**src/rtl/nf_rule_packer_pkg.sv**
```systemverilog
// Shared rule types and constants for the NF rule packer.
// Defines rule_nf_t, the rule width constants and the default pack factor.
package nf_rule_packer_pkg;

  localparam int unsigned RULE_NF_DATA_WIDTH = 16;

  typedef struct packed {
    logic [RULE_NF_DATA_WIDTH-1:0] data;
    logic                          last;
  } rule_nf_t;

  localparam int unsigned RULE_NF_WIDTH = $bits(rule_nf_t);
  localparam int unsigned NF_PACK_N     = 8;

  typedef enum logic {
    FILL = 1'b0,
    EMIT = 1'b1
  } pack_state_t;

endpackage

```
**src/rtl/nf_rule_packer.sv**
```systemverilog
// Packs a stream of rules into PACK_N-slot output beats; a last rule closes the packet.
// Optional statistics counters are enabled with the NF_PACKER_STATS_EN macro.
module nf_rule_packer
  import nf_rule_packer_pkg::*;
#(
  parameter int unsigned PACK_N = NF_PACK_N
) (
  input  logic                                 clk,
  input  logic                                 rst,
  input  logic [RULE_NF_WIDTH-1:0]             in_data,
  input  logic                                 in_valid,
  output logic                                 in_ready,
  output logic [PACK_N*RULE_NF_DATA_WIDTH-1:0] out_data,
  output logic [$clog2(PACK_N+1)-1:0]          out_cnt,
  output logic                                 out_last,
  output logic                                 out_valid,
  input  logic                                 out_ready
`ifdef NF_PACKER_STATS_EN
  ,
  output logic [31:0]                          stat_pkt,
  output logic [31:0]                          stat_rule
`endif
);

  localparam int unsigned CW = $clog2(PACK_N + 1);

  pack_state_t state, state_next;
  rule_nf_t    rule;
  logic [PACK_N-1:0][RULE_NF_DATA_WIDTH-1:0] slots;
  logic [CW-1:0] slot_cnt;
  logic          last_q;
  logic          accept;
  logic          emit_done;

  assign rule      = rule_nf_t'(in_data);
  assign accept    = (state == FILL) && in_valid;
  assign emit_done = (state == EMIT) && out_ready;

  always_ff @(posedge clk) begin
    if (rst) state <= FILL;
    else     state <= state_next;
  end

  always_comb begin
    state_next = state;
    in_ready   = 1'b0;
    out_valid  = 1'b0;
    case (state)
      FILL: begin
        in_ready = 1'b1;
        // A last rule or the write that fills the final slot closes the beat.
        if (in_valid && (rule.last || slot_cnt == CW'(PACK_N - 1)))
          state_next = EMIT;
      end
      EMIT: begin
        out_valid = 1'b1;
        if (out_ready) state_next = FILL;
      end
      default: state_next = FILL;
    endcase
  end

  always_ff @(posedge clk) begin
    if (rst) begin
      slots    <= '0;
      slot_cnt <= '0;
      last_q   <= 1'b0;
    end else if (accept) begin
      if (rule.last) begin
        last_q <= 1'b1;
      end else begin
        for (int unsigned i = 0; i < PACK_N; i++)
          if (slot_cnt == CW'(i)) slots[i] <= rule.data;
        slot_cnt <= slot_cnt + CW'(1);
      end
    end else if (emit_done) begin
      slots    <= '0;
      slot_cnt <= '0;
      last_q   <= 1'b0;
    end
  end

  // Slots beyond slot_cnt are always zero because they are cleared after each beat.
  assign out_data = (state == EMIT) ? slots : '0;
  assign out_cnt  = (state == EMIT) ? slot_cnt : '0;
  assign out_last = (state == EMIT) && last_q;

`ifdef NF_PACKER_STATS_EN
  always_ff @(posedge clk) begin
    if (rst) begin
      stat_pkt  <= '0;
      stat_rule <= '0;
    end else begin
      if (emit_done && last_q)   stat_pkt  <= stat_pkt + 32'd1;
      if (accept && !rule.last)  stat_rule <= stat_rule + 32'd1;
    end
  end
`endif

endmodule

```
**config.mk**
```make
export PLATFORM = sky130hd
export DESIGN_NAME = nf_rule_packer
export DESIGN_NICKNAME = d
export VERILOG_FILES = /design/src/rtl/nf_rule_packer_pkg.sv /design/src/rtl/nf_rule_packer.sv
export SDC_FILE = /design/constraint.sdc
export NUM_CORES = 1
export LEC_CHECK = 0
export CORE_ASPECT_RATIO = 0.8
export CORE_MARGIN = 2
export CORE_UTILIZATION = 51
export CTS_BUF_LIST = sky130_fd_sc_hd__clkbuf_8
export CTS_CLUSTER_SIZE = 14
export DETAILED_ROUTE_END_ITERATION = 7
export GPL_TIMING_DRIVEN = 1
export PLACE_DENSITY = 0.83
export SYNTH_ARGS = -nofsm -noshare
export SYNTH_HDL_FRONTEND = slang
export SYNTH_SLANG_ARGS = --single-unit
```
**constraint.sdc**
```tcl
create_clock -name clk -period 1.75 [get_ports clk]
set_input_delay 0.35 -clock clk [delete_from_list [all_inputs] [get_ports clk]]
set_output_delay 0.35 -clock clk [all_outputs]
set_load 0.005 [all_outputs]
```
==> results by group, run 1 <==
Clock network
  – Clock root cell: clkbuf_8
  – Clk slew on worst S/H paths: 0.08 ns
  – Skew-Pair Late Insertion Delay: 0.44 ns
  – Max Root-Sink Buffers: 2
  – CTS tree: built
  – CTS HTree Levels: 4
  – CTS Buf Count: 17
  – Clock sink total: 134

Global routing
  – Pin count of the biggest net entering global routing: 43
  – Initial antenna violation count: 0
  – Total GRT Usage: 33.5%
  – GRT overflow: 0
  – Vias in the first global route: 5764
  – First-pass GRT wire length: 32.7 mm

Worst hold path
  – Hold WC Path Type: reg2reg
  – HP Start: slots[117]$_SDFFE_PP0P_
  – Worst hold endpoint: slots[117]$_SDFFE_PP0P_
  – WHS Path Cells: 2

Route
  – Initial DRC Count: 569
  – Vias per std cell: 5.75
  – Detail Route Antenna Nets: 0
  – Final WL: 24.2 mm
  – Vias: 5902
  – Pre-antenna DRT Iters: 7
  – WL per Instance: 23.5 um
  – Drc violations: 0

Place
  – Final Wtd Congestion: 0.854
  – # port buffers: 155
  – Placed Cells: 939
  – Post-detail-place hpwl: 12.0 mm
  – Setup WS pre-CTS: -0.415 ns

Timing
  – Unrepaired setup endpoints after global routing: true
  – Slew @ Worst Pin: 0.419 ns
  – Setup WS post-layout: -0.189 ns
  – Clock skew: 0.0147 ns
  – Final setup fails: 253
  – Rel. slew slack: 72.1%
  – Peak Freq: 516 MHz
  – Final worst-path cycle share: 111%
  – Final Slew Violations: 0
  – Final Hold Viols: 0
  – Final min period: 1.94 ns
  – Sum of negative setup slack: -16.21 ns

Synth
  – Syn nets: 661
  – Synth area leaders: dfxtp_1 44%, mux2i_1 21%, and2_1 14%
  – Post-Syn Instances: 636
  – Yosys cell types: 30
  – Syn avg cell area: 9.57 um^2
  – Synth top area share: 44.1%
  – Flops & latches, synth: 134
  – Sequential element share of the synthesized area: 44.1%
  – Cell taking the most area after synthesis: dfxtp_1
  – Mapped cell area: 0.00609 mm^2
  – Yosys warnings: 0

Power
  – Static Leak: 4.84 nW
  – Maximum VDD drop: 0.000650 V
  – Pwr Total: 0.00731 W
  – PwrDens: 750 mW/mm^2

Final layout
  – Layout area overhead: 60.0%
  – Final Util: 84.2%
  – Commonest cells after routing, fill and taps aside: 144 x nand2_1, 133 x dfxtp_1, 121 x mux2i_1, 110 x and2_4, 109 x buf_6
  – Net count, final: 891
  – FILL cells: 578
  – Layout cell share with drive strength beyond 1: 46.1%
  – N_diodes: 0
  – Leading cell type in the layout, fill and taps excluded: nand2_1
  – Non-filler cells, final: 1027

Setup path
  – Worst R2R Start: state$_SDFF_PP0_
  – CP Data Required Time: 1.40 ns
  – RR Endpoint: slots[2]$_SDFFE_PP0P_
  – CP Capture Type: output port
  – R2r setup slk: -0.15 ns
  – R2R cell count: 8
  – Setup CP Type: reg2out
  – Worst-path fanout max: 7
  – Worst path arrival time: 1.59 ns
  – Critical Path Start Type: register

Floorplanning
  – Area of the die: 0.0128 mm^2
  – Starting Density: 52.6%
  – Core Area: 0.0116 mm^2
  – I/O pin total: 156
  – Die H: 102 um
  – Die W: 126 um
  – # rows: 35

Status
  – Violated checks: setup timing
  – Status: complete, but fails checks

Flow run
  – Max Cap Viol: 0
worst max-delay path, cell delays in order, from the launching register on:
cell and delay [ns]:
dfxtp_4 0.37, buf_12 0.15, buf_12 0.14, buf_16 0.13, buf_6 0.11, and2_4 0.14, buf_6 0.11
synth_stat cells (all sizes together):
cell type / instances
a21oi: 4
a22oi: 1
a31oi: 2
and2: 132
and3b: 4
buf: 18
clkbuf: 27
dfxtp: 134
ha: 4
inv: 4
mux2i: 129
nand2: 147
nand2b: 4
nand3: 2
nor2: 6
nor2b: 1
nor3b: 5
nor4bb: 1
o2111ai: 1
o21ai: 2
o22ai: 6
o31ai: 1
or3b: 1
worst max path at each step:
stage | from | end | slack (ns) | cells past startpoint
3_5_place_dp | in_valid | slots[74]$_SDFFE_PP0P_ | -0.42 | 5
3_3_place_gp | in_valid | slots[80]$_SDFFE_PP0P_ | -0.33 | 5
2_1_floorplan | slot_cnt[0]$_SDFFE_PP0P_ | slots[65]$_SDFFE_PP0P_ | 0.15 | 6
6_report | state$_SDFF_PP0_ | out_data[28] | -0.19 | 6
4_1_cts | state$_SDFF_PP0_ | out_data[83] | -0.18 | 6
5_1_grt | state$_SDFF_PP0_ | out_data[28] | -0.22 | 6
timing repair:
| item | in CTS | in global routing |
|---|---|---|
| setup endpoints to repair | 236 | 174 |
| hold buffers | 0 | 0 |
| buffers inserted | 38 | 7 |
| gates cloned | 10 | 7 |
| resized for setup | 666 | 125 |
| pin swaps | 32 | 27 |
sequential cells by signal, summed over array words and instances, names as in the netlist:
register / flops
slot_cnt: 4
slots: 128
last_q: 1
state: 1
cells by family after synthesis:
family / synth area share [%]
multiplexers: 21.2
flip-flops: 44.1
adder cells (fa/ha/maj): 0.822
AO/OA/AOI/OAI: 3.50
AND/OR/NAND/NOR: 25.7
buffers and inverters: 4.69
report_power, final:
part / leakage [nW] / switching [W] / internal, W
Sequential: 1.09 / 0.0000628 / 0.00313
Clock: 0.224 / 0.00133 / 0.00171
Combinational: 3.53 / 0.000515 / 0.000559
metrics by stage:
stage	area (um^2)	hold WS [ns]
finish	9740	0.473
floorplan	6090	0.434
global route	9740	0.477
detailed placement	8130	0.449
CTS	9210	0.465
global placement	8130	0.441
metal layers:
layer / part of all wire, % / wire length (um) / vias to the layer above / track usage (%)
li1: - / - / 2540 / -
met1: 39 / 9420 / 2853 / 41.2
met2: 47 / 11500 / 396 / 57.2
met3: 8.7 / 2110 / 113 / 8.08
met4: 4.8 / 1170 / 0 / 13.4
met5: 0 / 0 / - / 0
final cells by class:
| type | count | area, um^2 | share of cell area [%] |
|---|---|---|---|
| multi-input cells | 453 | 3450 | 35.4 |
| repair buffers | 256 | 2940 | 30.2 |
| flip-flops and latches | 134 | 2690 | 27.6 |
| clock buffers | 17 | 234 | 2.40 |
| clock inverters | 15 | 225 | 2.31 |
| well taps | 148 | 185 | 1.90 |
| inverters | 4 | 17.5 | 0.180 |
(Power assumes the default switching activity.)
==> inputs of run 2 (changes only) <==
--- a/config.mk
+++ b/config.mk
@@ -5,14 +5,17 @@
 export SDC_FILE = /design/constraint.sdc
 export NUM_CORES = 1
 export LEC_CHECK = 0
+export ABC_AREA = 1
+export CAP_MARGIN = 5
 export CORE_ASPECT_RATIO = 0.8
 export CORE_MARGIN = 2
-export CORE_UTILIZATION = 51
+export CORE_UTILIZATION = 52
 export CTS_BUF_LIST = sky130_fd_sc_hd__clkbuf_8
 export CTS_CLUSTER_SIZE = 14
 export DETAILED_ROUTE_END_ITERATION = 7
 export GPL_TIMING_DRIVEN = 1
 export PLACE_DENSITY = 0.83
+export SKIP_LAST_GASP = 1
 export SYNTH_ARGS = -nofsm -noshare
 export SYNTH_HDL_FRONTEND = slang
 export SYNTH_SLANG_ARGS = --single-unit
==> run 2 against run 1 <==
  * The flow still finishes with violations (setup timing)
  * Count of clock-buffer cells in the layout grew 3
  * Cell area is 14% higher
  * Fmax is 14% lower
  * Via count up 54%
  * Non-clock buffer count up 61
  * Register-to-register slack worse by 0.35 ns
  * Flip-flop and latch count did not move
  * Utilization rose by 7.3 points
  * Wire length increased by 42%
  * Combinational power rose by 100%
  * Worst setup slack worse by 0.31 ns
  * Sequential share of layout area is 3.4 points lower
  * Critical path type is now reg2reg
  * Highest routed layer unchanged
==> results by group, run 2 <==
Status
  – Status: complete, but fails checks
  – Violated checks: setup timing

Power
  – Static Leak: 6.88 nW
  – Maximum VDD drop: 0.000868 V
  – PwrDens: 829 mW/mm^2

Synth
  – Flops & latches, synth: 134
  – Cell taking the most area after synthesis: dfxtp_1
  – Mapped cell area: 0.00647 mm^2
  – Sequential element share of the synthesized area: 41.5%
  – EDFF count, synth: 0
  – Main combinational cell family by area after synthesis: simple AND/OR/NAND/NOR gates
  – Top cells by count, synth: 256 x nor2_1, 250 x nand2_1, 203 x inv_1
  – Most common cell in the netlist: nor2_1
  – Mux cell area share after synthesis: 0%
  – Post-Syn Instances: 1041
  – FFs w/ async S/R, synth: 0%
  – Simple-gate share of the synthesized area: 32.9%
  – Yosys cell types: 25
  – Complex-gate fraction of the synthesized area: 8.22%
  – Synth top area share: 41.5%
  – Yosys warnings: 0
  – Post-Synth Adder-Cell Area: 0.774%
  – Synth area leaders: dfxtp_1 41%, nor2_1 15%, nand2_1 15%
  – Synth Area in XOR/XNOR: 0%
  – Ys flop type: dfxtp_1
  – Syn nets: 1066
  – Syn avg cell area: 6.21 um^2

Floorplanning
  – Area of the die: 0.0134 mm^2
  – # rows: 36
  – I/O pin total: 156
  – Starting Density: 53.2%
  – Core Area: 0.0122 mm^2
  – Die W: 129 um
  – Die H: 104 um

Setup path
  – Worst path arrival time: 2.61 ns
  – Slowest cell on crit path: dfxtp_4
  – CP peak stage delay: 0.40 ns
  – CP Data Required Time: 2.10 ns
  – Crit path cell chain: buf_6 > buf_4 > buf_6 > clkbuf_16 > buf_6 > nand2_4 > o21ai_4 > buf_12 > buf_6 > buf_12 > nand2_8 > clkinv_8 > nor2_1 > nor2_1
  – Crit path max-delay family: buffers and inverters
  – Worst-path fanout max: 7
  – CP Capture Type: register
  – Crit-path most repeated cell: buf_6
  – Critical Path Start Type: register
  – Setup CP Type: reg2reg
  – Worst Path Buf+Inv: 9

Place
  – Final Wtd Congestion: 0.839
  – Placed Area: 0.00859 mm^2
  – # port buffers: 155
  – Post-detail-place hpwl: 12.8 mm

Timing
  – Final worst-path cycle share: 129%
  – Min Hold Slack: 0.493 ns
  – Rel. slew slack: 45.3%
  – Slew @ Worst Pin: 0.821 ns
  – Sum of negative setup slack: -63.60 ns
  – Setup WS post-layout: -0.503 ns
  – Clock skew: 0.0195 ns
  – Final Hold Viols: 0
  – Unrepaired setup endpoints after global routing: true
  – Final Slew Violations: 0
  – Peak Freq: 444 MHz
  – Final min period: 2.25 ns
  – Final setup fails: 264

Final layout
  – Max FFs per register: 128
  – Commonest cells after routing, fill and taps aside: 222 x nor2_1, 165 x inv_1, 160 x nand2_1, 133 x dfxtp_1, 84 x buf_4
  – Biggest regs: slots x128, slot_cnt x4
  – Net count, final: 1356
  – Layout cell share with drive strength beyond 1: 37.9%
  – Layout area overhead: 72.0%
  – Leading cell type in the layout, fill and taps excluded: nor2_1
  – Largest Register: slots
  – Design area: 0.0111 mm^2

Worst hold path
  – Hold WC Path Type: reg2reg

Route
  – Wl on met1: 11.1 mm
  – DR top layer: met4
  – Initial DRC Count: 1383
  – Vias: 9106
  – Pre-antenna DRT Iters: 8
  – Routed wl met3: 4.61 mm
  – Vias per std cell: 6.08
  – Detail Route Antenna Nets: 0
  – Final WL: 34.4 mm
  – Metal2 WL: 15.1 mm
  – WL per Instance: 23.0 um
  – Drc violations: 0

Global routing
  – First-pass GRT wire length: 32.2 mm
  – Total GRT Usage: 30.4%
  – GRT overflow: 0
  – Pin count of the biggest net entering global routing: 72
  – Vias in the first global route: 6608
  – Initial antenna violation count: 2

Clock network
  – Clk slew on worst S/H paths: 0.10 ns
  – CTS Hold Buffers Added: 0
  – Clock sink total: 134
  – CTS Buf Count: 17
  – Max Root-Sink Buffers: 2
  – CTS tree: built
  – CTS HTree Levels: 4
  – Clock root cell: clkbuf_8
  – Skew-Pair Late Insertion Delay: 0.47 ns

Flow run
  – Max Cap Viol: 0
[run 2: where the power goes]
group	leakage (nW)	total (W)	internal (W)	switching, W
clock	0.259	0.00351	0.00210	0.00141
sequential	1.10	0.00353	0.00328	0.000249
combinational	5.52	0.00218	0.000918	0.00126
[run 2: worst reg2reg max path, delay by kind of cell (launching register included)]
| kind | cells | cell delay [ns] |
|---|---|---|
| buffers and inverters | 9 | 1.16 |
| AO/OA/AOI/OAI | 1 | 0.07 |
| flip-flops | 1 | 0.40 |
| AND/OR/NAND/NOR | 4 | 0.53 |
[run 2: logic make-up after synthesis]
family | count (synthesis)
fa+ha+maj | 4
compound gates | 101
buf+inv | 262
flops | 134
simple gates | 540
[run 2: cell type report]
cell class	count	area, um^2
multi-input cells	651	3650
repair buffers	317	3220
flip-flops and latches	134	2690
fillers	432	1040
inverters	208	823
clock buffers	20	275
clock inverters	12	245
well taps	152	190
repair inverters	2	22.5
diodes	2	5.00
[run 2: timing repair]
action	in CTS	in global routing
gates resized for setup	142	566
pin swaps	7	52
setup endpoints to repair	135	263
setup buffers	12	67
hold endpoints to repair	0	0
gates cloned	6	23
[run 2: per-stage QoR]
step                      utilization (%)  setup WS, ns  std cells  power, W
after floorplan                         -         0.231       1041   0.00419
after global placement               70.6        -0.178       1360   0.00467
after detailed placement             70.6        -0.223       1360   0.00471
after CTS                            77.2        -0.374       1410   0.00809
after global routing                 91.5        -0.549       1497   0.00937
final                                91.5        -0.503       1498   0.00923
[run 2: path summary, 6_finish.rpt]
path,from,to,slack [ns],cells after the start
min,slots[96]$_SDFFE_PP0P_,slots[96]$_SDFFE_PP0P_,0.49,2
min reg2reg,slots[96]$_SDFFE_PP0P_,slots[96]$_SDFFE_PP0P_,0.49,2
max,state$_SDFF_PP0_,slots[26]$_SDFFE_PP0P_,-0.50,14
max reg2reg,state$_SDFF_PP0_,slots[26]$_SDFFE_PP0P_,-0.50,14
[run 2: metal layers]
layer | vias up | GRT usage, %
met2 | 1009 | 47.7
met1 | 4112 | 38.9
met3 | 364 | 7.49
li1 | 3621 | -
met4 | 0 | 15.5
met5 | - | 0
